**src/rtl/store_drain_pkg.sv**
```systemverilog
// Store drain buffer shared types: size encoding, lane masks, misalignment rule, entry layout.
// Pure declarations and combinational helpers; no latency, no flow control.
// Backpressure: not applicable.
package store_drain_pkg;

    typedef enum logic [1:0] {
        SZ_B = 2'd0,
        SZ_H = 2'd1,
        SZ_W = 2'd2,
        SZ_D = 2'd3
    } store_size_e;

    localparam int SDB_ADDR_W = 64;
    localparam int SDB_DATA_W = 64;
    localparam int SDB_STRB_W = SDB_DATA_W / 8;
    localparam int SDB_LINE_W = SDB_ADDR_W - 3;

    typedef struct packed {
        logic [SDB_LINE_W-1:0] line;
        logic [SDB_DATA_W-1:0] data;
        logic [SDB_STRB_W-1:0] strb;
    } sdb_entry_t;

    function automatic logic [7:0] size_to_mask(store_size_e sz);
        case (sz)
            SZ_B:    return 8'h01;
            SZ_H:    return 8'h03;
            SZ_W:    return 8'h0F;
            default: return 8'hFF;
        endcase
    endfunction

    function automatic logic is_misaligned(store_size_e sz, logic [2:0] off);
        case (sz)
            SZ_B:    return 1'b0;
            SZ_H:    return off[0];
            SZ_W:    return |off[1:0];
            default: return |off;
        endcase
    endfunction

    // Expands a byte-enable vector into a per-bit mask over the 8-byte lane.
    function automatic logic [63:0] strb_to_bits(logic [7:0] strb);
        logic [63:0] bits;
        for (int i = 0; i < 8; i++) begin
            bits[8*i +: 8] = {8{strb[i]}};
        end
        return bits;
    endfunction

endpackage

```
**src/rtl/store_lane_align.sv**
```systemverilog
// Places a right-aligned store value into its 8-byte lane and derives byte enables.
// Latency: purely combinational.
// Backpressure: none; reports misalignment for the caller to drop the store.
module store_lane_align
    import store_drain_pkg::*;
(
    input  logic [2:0]  i_off,
    input  logic [1:0]  i_size,
    input  logic [63:0] i_data,
    output logic [63:0] o_data,
    output logic [7:0]  o_strb,
    output logic        o_misaligned
);

    store_size_e w_size;
    logic [7:0]  w_mask;

    assign w_size       = store_size_e'(i_size);
    assign w_mask       = size_to_mask(w_size);
    assign o_strb       = w_mask << i_off;
    assign o_data       = (i_data & strb_to_bits(w_mask)) << {i_off, 3'b000};
    assign o_misaligned = is_misaligned(w_size, i_off);

endmodule

```
**src/rtl/store_drain_buffer.sv**
```systemverilog
// In-order store queue draining to the data bus via req/ack; combinational line-hazard query.
// Latency: accept at N -> bus req at N+1; ack at N pops head, next head on bus at N+1.
// Backpressure: out_ready low when full (STORE_DRAIN_MERGE_EN: same-line tail merges still accepted).
module store_drain_buffer
    import store_drain_pkg::*;
#(
    parameter int ADDRESS_WIDTH = SDB_ADDR_W,
    parameter int DATA_WIDTH    = SDB_DATA_W,
    parameter int DEPTH         = 4
) (
    input  logic                       clk,
    input  logic                       reset,
    input  logic                       in_valid,
    input  logic [ADDRESS_WIDTH-1:0]   in_addr,
    input  logic [DATA_WIDTH-1:0]      in_data,
    input  logic [1:0]                 in_size,
    output logic                       out_ready,
    output logic                       out_bus_req,
    output logic [ADDRESS_WIDTH-1:0]   out_bus_addr,
    output logic [DATA_WIDTH-1:0]      out_bus_data,
    output logic [DATA_WIDTH/8-1:0]    out_bus_strb,
    input  logic                       in_bus_ack,
    input  logic [ADDRESS_WIDTH-1:0]   in_query_addr,
    output logic                       out_query_hit,
    output logic                       out_empty,
    output logic [$clog2(DEPTH+1)-1:0] out_count,
    output logic                       out_error
);

    localparam int PTR_W = $clog2(DEPTH);
    localparam int CNT_W = $clog2(DEPTH+1);

    sdb_entry_t              r_q [DEPTH];
    logic [DEPTH-1:0]        r_valid;
    logic [PTR_W-1:0]        r_head;
    logic [PTR_W-1:0]        r_tail;
    logic [CNT_W-1:0]        r_count;
    logic                    r_error;

    logic [DATA_WIDTH-1:0]   w_data;
    logic [DATA_WIDTH/8-1:0] w_strb;
    logic                    w_misaligned;
    logic [SDB_LINE_W-1:0]   w_line;
    logic                    w_full;
    logic                    w_merge_ok;
    logic                    w_acc;
    logic                    w_push;
    logic                    w_pop;
    logic [ADDRESS_WIDTH-1:0] w_query_line_addr;
    logic                    w_hit;

    store_lane_align u_align (
        .i_off        (in_addr[2:0]),
        .i_size       (in_size),
        .i_data       (in_data),
        .o_data       (w_data),
        .o_strb       (w_strb),
        .o_misaligned (w_misaligned)
    );

    assign w_line = in_addr[ADDRESS_WIDTH-1:3];
    assign w_full = (r_count == CNT_W'(DEPTH));

`ifdef STORE_DRAIN_MERGE_EN
    logic [PTR_W-1:0] w_last;
    assign w_last     = r_tail - PTR_W'(1);
    // Tail may only absorb a store while it is not the head being offered on the bus.
    assign w_merge_ok = (r_count >= CNT_W'(2)) && (r_q[w_last].line == w_line);
`else
    assign w_merge_ok = 1'b0;
`endif

    assign out_ready = !w_full || w_merge_ok;
    assign w_acc     = in_valid && out_ready && !w_misaligned;
    assign w_push    = w_acc && !w_merge_ok;
    assign w_pop     = (r_count != '0) && in_bus_ack;

    always_ff @(posedge clk) begin
        if (w_push) begin
            r_q[r_tail].line <= w_line;
            r_q[r_tail].data <= w_data;
            r_q[r_tail].strb <= w_strb;
        end
`ifdef STORE_DRAIN_MERGE_EN
        if (w_acc && w_merge_ok) begin
            r_q[w_last].strb <= r_q[w_last].strb | w_strb;
            r_q[w_last].data <= (r_q[w_last].data & ~strb_to_bits(w_strb)) | w_data;
        end
`endif
    end

    always_ff @(posedge clk) begin
        if (reset) begin
            r_valid <= '0;
            r_head  <= '0;
            r_tail  <= '0;
            r_count <= '0;
            r_error <= 1'b0;
        end else begin
            if (in_valid && w_misaligned) begin
                r_error <= 1'b1;
            end
            if (w_push) begin
                r_valid[r_tail] <= 1'b1;
                r_tail          <= r_tail + PTR_W'(1);
            end
            if (w_pop) begin
                r_valid[r_head] <= 1'b0;
                r_head          <= r_head + PTR_W'(1);
            end
            if (w_push && !w_pop) begin
                r_count <= r_count + CNT_W'(1);
            end else if (!w_push && w_pop) begin
                r_count <= r_count - CNT_W'(1);
            end
        end
    end

    assign w_query_line_addr = in_query_addr & ~ADDRESS_WIDTH'(7);

    always_comb begin
        w_hit = 1'b0;
        for (int i = 0; i < DEPTH; i++) begin
            if (r_valid[i] && ({r_q[i].line, 3'b000} == w_query_line_addr)) begin
                w_hit = 1'b1;
            end
        end
    end

    assign out_query_hit = w_hit;
    assign out_bus_req   = (r_count != '0);
    assign out_bus_addr  = {r_q[r_head].line, 3'b000};
    assign out_bus_data  = r_q[r_head].data;
    assign out_bus_strb  = r_q[r_head].strb;
    assign out_empty     = (r_count == '0);
    assign out_count     = r_count;
    assign out_error     = r_error;

endmodule

```
**config.mk**
```make
export PLATFORM = sky130hd
export DESIGN_NAME = store_drain_buffer
export DESIGN_NICKNAME = d
export VERILOG_FILES = /design/src/rtl/store_drain_pkg.sv /design/src/rtl/store_lane_align.sv /design/src/rtl/store_drain_buffer.sv
export SDC_FILE = /design/constraint.sdc
export NUM_CORES = 1
export LEC_CHECK = 0
export BUFFER_PORTS_ARGS = -buffer_cell sky130_fd_sc_hd__buf_4
export CAP_MARGIN = 20
export CORE_MARGIN = 2
export CORE_UTILIZATION = 52
export CTS_CLUSTER_DIAMETER = 100
export DETAILED_ROUTE_END_ITERATION = 7
export PLACE_DENSITY = 0.76
export SYNTH_ARGS = -nofsm -noshare
export SYNTH_HDL_FRONTEND = slang
export SYNTH_HIERARCHICAL = 1
export SYNTH_SLANG_ARGS = --single-unit
export TNS_END_PERCENT = 1
```
**constraint.sdc**
```tcl
create_clock -name clk -period 5.75 [get_ports clk]
set_input_delay 1.15 -clock clk [delete_from_list [all_inputs] [get_ports clk]]
set_output_delay 1.15 -clock clk [all_outputs]
set_load 0.02 [all_outputs]
```
==> metrics.md, run 1 <==
| Metric | Value |
|---|---|
| Status | finished, final reports clean |
| Core Rows | 79 |
| Min-delay src | out_error$_SDFFE_PP0P_ |
| Leak | 10.2 nW |
| Slew Viols, Final | 0 |
| # hold bufs at CTS | 0 |
| RSZ-0062 raised after global routing | no |
| Ys async rst share | 0 |
| Final WL | ~74000 µm |
| Avg Vias per Cell | about 6.2 |
| Max_cap viols | 0 |
| CP endpoint kind | output pin |
| Most frequent cell after synthesis | edfxtp_1 |
| WL per Instance | between 20 and 30 µm |
| Post-synth EDFFs | 532 |
| Die ar. | 0.0494 mm² |
| Fmax | 217 MHz |
| Final Hold Vio Count | 0 |
| Skew-Pair Late Insertion Delay | 0.62 ns |
| Antenna Violating Nets Remaining | 0 |
| Die Y | between 200 and 250 µm |
| Post-synth top area cell | edfxtp_1 |
| Worst hold-check path type | flip-flop to flip-flop |
| CP Data Arrival Time | between 3 and 4 ns |
| Initial antenna violation count | 5 |
| Cell area after synthesis | 0.0248 mm² |
| Tmin final | ~4.6 ns |
| Max Root-Sink Buffers | 3 |
| # setup viols final | 0 |
| Yosys cell types | 62 |
| Post-cts resize count | 0 |
| Nets@finish | 2037 |
| Global-route wire length before repair | 106000 µm |
| Pwr/cell area | roughly 380 mW/mm² |
| Setup_tns | 0 ns |
| IO Count | 342 |
| Port bufs | 335 |
| Startpoint Class | input port |
| Launching point of the worst reg2reg path | out_count[0]$_SDFFE_PP0P_ |
| Pin count of the biggest net entering global routing | 75 |
| DP HPWL | 53100 µm |
| Iter 0 DRT Violations | approximately 1.6k |
| Yosys top cell area share | 0.645 |
| Crit path max-delay family | simple AND/OR/NAND/NOR gates |
| Clock sink count | 546 |
| Worst path slowest cell | nor4_1 |
| Worst-path cell chain | buf_4 > xor2_1 > nor4_1 > nand4_1 > or4_1 > nor4_1 > or4_1 > buf_4 |
| Remaining Overflow, GRT | 0 |
| Worst slew pin tran | 0.947 ns |
| Post-synthesis register bit count | 546 |
| Origin of the worst setup path | in_query_addr[60] |
| CTS clk-pin slew, worst paths | approximately 0.06 ns |
| H-tree depth | 2 |
| Ys flop type | edfxtp_1 |
| Vias in the first global route | 15.7k |
| Worst vdd ir | roughly 0.3 mV |
| Sequential share of the synthesized area | 0.656 |
| Die X | 222 µm |
| Area Growth Syn to Fin | 19.5% |
| Core area | 0.0468 mm² |
| YS warnings | 6 |
| Routed vias | 15.5k |
| Initial Util | 0.530 |
| Synth area leaders | edfxtp_1, mux4_2, xor2_1, xnor2_1, mux2i_1 |
| Post-DP Area | 0.0279 mm² |
| Crit path largest cell delay | around 0.71 ns |
| Critical path class | input port to output pin |
| Relative slew slack | 0.369 |
| Root Driver | clkbuf_16 |
| Tot Pwr | ~11 mW |
| Post-CTS setup buffer count | 0 |
| Detailed-route DRC error count | 0 |
| Fin Hold WS | 0.474 ns |
| CTS Buf Count | 55 |
| Crit Path Max Fanout | 4 |
| CP required | ~4.6 ns |
| GRT Overall Usage | 0.297 |
| CTS tree | yes |
| Bufs and invs on worst path | 2 |
| Final worst path period share | 0.803 |
| Layout cells sized above 1 | 0.313 |
| Syn Inst Count | 1504 |
| Gpl congestion | approximately 1 |
| Post-synth top cells | edfxtp_1, mux4_2, xor2_1, inv_1, xnor2_1 |
| Average instance area after synthesis | 16.5 µm² |
| DRT Pass-1 Iters | 6 |
| Setup Skew | 0.0249 ns |
| Final instance area | 0.0296 mm² |
## registers in the layout (all words and copies together) (netlist names), named ones only
signal / cells
out_count: 3
out_error: 1
r_head: 2
r_q: 532
r_tail: 2
r_valid: 4
## report_power, final
part / leakage, nW / internal, mW / switching [mW]
Sequential: 4.99 / 4.58 / 0.169
Clock: 0.833 / 1.92 / 1.47
Combinational: 4.42 / 1.47 / 1.75
## cell usage in the layout (no fill, tap or decap), types with 5 or more instances in the layout
cell type  count
nand2_1       27
mux2i_1       40
o32ai_1        8
clkbuf_16     56
nand2b_1      11
dfxtp_1       12
edfxtp_1     532
clkbuf_1      13
o21ai_0       28
clkinv_2      13
nand4_1       26
ha_1           9
mux4_2       133
diode_2        5
nand3_1       11
a221oi_1      12
clkinv_1       9
a22oi_1       11
o21a_1         6
a21oi_1       46
buf_4        344
xnor2_1       65
buf_12        10
xor2_1       111
a22o_1         9
nor2_1        49
a211oi_1       6
o21ai_1        6
nor2b_1       18
o2bb2ai_1     15
nor4_1        37
nor3_1        16
o22ai_1       31
inv_1         67
## worst min-delay path: stages, from the launching register on
cell	delay [ns]
dfxtp_1	0.33
a21oi_1	0.04
nor2_1	0.07
## worst paths after layout
check / depth (start not counted) / slack [ns] / endpoint
worst max-delay path: 8 / 1.13 / out_query_hit
worst min register to register: 2 / 0.47 / out_error$_SDFFE_PP0P_
worst max register to register: 5 / 3.18 / r_q[3][84]$_DFFE_PP_
worst min-delay path: 2 / 0.47 / out_error$_SDFFE_PP0P_
## layout make-up
cell class / count / area (µm²)
diodes: 5 / 12.5
inverters: 70 / 263
flip-flops and latches: 546 / 16300
repair buffers: 354 / 2780
multi-input cells: 802 / 7840
fillers: 3373 / 17100
well taps: 607 / 759
clock buffers: 69 / 1450
clock inverters: 31 / 246
## logic make-up after synthesis
kind of cell,Yosys count,synth area share
DFF,546,0.656
xor gates and xnor gates,177,0.0629
adders and majority gates,10,0.00535
AOI/OAI and AO/OA,209,0.0575
other,1,0.000151
and+or+nand+nor,223,0.0490
buffers and inverters,158,0.0285
muxes,180,0.141
## per-layer routing
metal  global-route usage  wire length [µm]
met4                0.107              2900
met5                    0                26
met3               0.0722              7020
met2                0.516             37400
met1                0.364             26300
## metrics by stage
step / utilization / worst slack, ns / std cells
after floorplan: - / -0.255 / 1506
after global placement: 0.596 / 1.13 / 2378
after detailed placement: 0.596 / 1.12 / 2378
after CTS: 0.633 / 1.12 / 2478
after global routing: 0.633 / 1.01 / 2481
final: 0.633 / 1.13 / 2484
Note: power is estimated with default switching activity, not from simulation.
==> run 2: changes to the inputs <==
--- a/config.mk
+++ b/config.mk
@@ -8,10 +8,10 @@
 export BUFFER_PORTS_ARGS = -buffer_cell sky130_fd_sc_hd__buf_4
 export CAP_MARGIN = 20
 export CORE_MARGIN = 2
-export CORE_UTILIZATION = 52
+export CORE_UTILIZATION = 55
 export CTS_CLUSTER_DIAMETER = 100
 export DETAILED_ROUTE_END_ITERATION = 7
-export PLACE_DENSITY = 0.76
+export PLACE_DENSITY = 0.77
 export SYNTH_ARGS = -nofsm -noshare
 export SYNTH_HDL_FRONTEND = slang
 export SYNTH_HIERARCHICAL = 1
==> constraint.sdc (replaced) <==
create_clock -name clk -period 4.3 [get_ports clk]
set_input_delay 0.86 -clock clk [delete_from_list [all_inputs] [get_ports clk]]
set_output_delay 0.86 -clock clk [all_outputs]
set_load 0.02 [all_outputs]
==> run 2 against run 1 <==
Core utilization is 3.9 points higher. Sequential share of layout area shrank 0.33 points. Via count is 1.3% higher. Die area shrank 5.4%. Total power is 35% higher. Flip-flop and latch count did not move. Setup slack worse by 0.97 ns. Design area increased by 0.60%. Routed wire length increased by 1.3%. Largest power group unchanged.
==> metrics.md, run 2 (synthesized netlist as in run 1, its figures left out) <==
| Metric | Value |
|---|---|
| Leading cell type in the layout, fill and taps excluded | edfxtp_1 |
| IO Count | 342 |
| Fmax | roughly 240 MHz |
| Worst hold-check path type | input port to flip-flop |
| Die ar. | about 0.047 mm² |
| Final Hold Vio Count | 0 |
| Initial antenna violation count | 2 |
| CTS clk-pin slew, worst paths | 0.06 ns |
| Iter 0 DRT Violations | 1911 |
| Critical path class | flip-flop to output pin |
| Post-cts resize count | 0 |
| CP endpoint kind | output pin |
| Die Y | 216 µm |
| Slew Viols, Final | 0 |
| Worst slew pin tran | just under 0.9 ns |
| Antenna Violating Nets Remaining | 0 |
| Clock sink count | 546 |
| Max_cap viols | 0 |
| DP HPWL | 54600 µm |
| Bufs and invs on worst path | 1 |
| CP required | between 3 and 4 ns |
| Crit path largest cell delay | roughly 0.60 ns |
| Dpl cells | 2379 |
| Core Rows | 77 |
| H-tree depth | 2 |
| Avg Vias per Cell | 6.33 |
| # hold bufs at CTS | 0 |
| Final WL | around 75000 µm |
| Nets@finish | 2051 |
| Port bufs | 335 |
| Global-route wire length before repair | around 110000 µm |
| Worst vdd ir | 0.513 mV |
| Pin count of the biggest net entering global routing | 73 |
| Root Driver | clkbuf_16 |
| Worst-path cell chain | xor2_1 > nor4_1 > nand4_1 > or4_1 > nor4_2 > or4_1 > buf_4 |
| Crit Path Max Fanout | 2 |
| Most frequent cells in the layout | edfxtp_1, buf_4, mux4_2 |
| WL per Instance | between 30 and 40 µm |
| Internal reg-to-reg setup slack | 1.84 ns |
| Relative slew slack | 0.404 |
| Status | finished, final reports clean |
| Skew-Pair Late Insertion Delay | about 0.63 ns |
| CTS Buf Count | between 50 and 60 |
| Leak | 10.3 nW |
| Worst hold stages | 1 |
| Pre-CTS setup slack | 0.275 ns |
| Vias in the first global route | approximately 16k |
| Core area | about 0.044 mm² |
| Post-CTS setup buffer count | 0 |
| Cell count along the critical path | 7 |
| Detailed-route DRC error count | 0 |
| R2R cell count | 9 |
| GRT Overall Usage | 0.319 |
| Crit path top cell by count | or4_1 |
| Biggest register | r_q |
| DRT Pass-1 Iters | 6 |
| Initial Util | 0.559 |
| Worst path slowest cell | or4_1 |
| Crit path max-delay family | simple AND/OR/NAND/NOR gates |
| Final std cells w/o fill | 2484 |
| Gpl congestion | 0.969 |
| Die X | ~220 µm |
| CTS tree | yes |
| Tot Pwr | 15.3 mW |
| # setup viols final | 0 |
| Max Root-Sink Buffers | 3 |
| Final worst path period share | 0.962 |
| RSZ-0062 raised after global routing | no |
| Startpoint Class | flip-flop |
| Layout cells sized above 1 | 0.316 |
| Area Growth Syn to Fin | 20.2% |
| Crit path setup slack, layout | 0.162 ns |
| Tmin final | 4.14 ns |
| CP Data Arrival Time | 3.28 ns |
| Max FFs per register | roughly 530 |
| Routed vias | roughly 16k |
| Setup Skew | 0.0227 ns |
| Remaining Overflow, GRT | 0 |
| Pwr/cell area | 515 mW/mm² |
## run 2: power breakdown
part	internal, mW	leakage [nW]	switching [mW]
combinational	1.97	4.51	2.37
clock	2.62	0.840	2.03
sequential	6.12	4.99	0.209
total	10.7	10.3	4.61
## run 2: final timing paths
path / startpoint / end
min reg2reg: out_error$_SDFFE_PP0P_ / out_error$_SDFFE_PP0P_
max reg2reg: out_count[0]$_SDFFE_PP0P_ / out_count[2]$_SDFFE_PP0P_
min: in_addr[18] / r_q[3][87]$_DFFE_PP_
max: r_q[1][76]$_DFFE_PP_ / out_query_hit
## run 2: cell type report
| type | instances | area [µm²] |
|---|---|---|
| clock buffers | 66 | 1400 |
| repair buffers | 369 | 2930 |
| multi-input cells | 802 | 7840 |
| well taps | 592 | 741 |
| clock inverters | 35 | 348 |
| inverters | 70 | 263 |
| flip-flops and latches | 546 | 16300 |
| diodes | 4 | 10.0 |
| fillers | 3087 | 14500 |
## run 2: metrics by stage
stage	hold slack, ns	utilization	instance area [µm²]	TNS [ns]
3_3_place_gp	0.454	0.633	28000	0
4_1_cts	0.400	0.672	29800	0
3_5_place_dp	0.480	0.633	28000	0
2_1_floorplan	0.470	-	24800	-568.45
6_report	0.435	0.672	29800	0
5_1_grt	0.405	0.672	29800	0
## run 2: metal layers
metal  part of all wire  wire length, µm  track usage  up-vias
li1                   -                -            -     6653
met1               0.38            28000        0.409     8128
met2               0.51            38000        0.549      827
met3              0.085             6340       0.0698      115
met4              0.031             2350       0.0922        2
met5            0.00021               16            0        -
## run 2: worst reg2reg max path, stage by stage, from the launching register on
cell and delay [ns]:
dfxtp_1 0.37, or3_1 0.40, and2_1 0.26, inv_1 0.11, ha_1 0.18, inv_1 0.06
fa_1 0.37, xor2_1 0.18, or3_1 0.31, a21oi_1 0.15
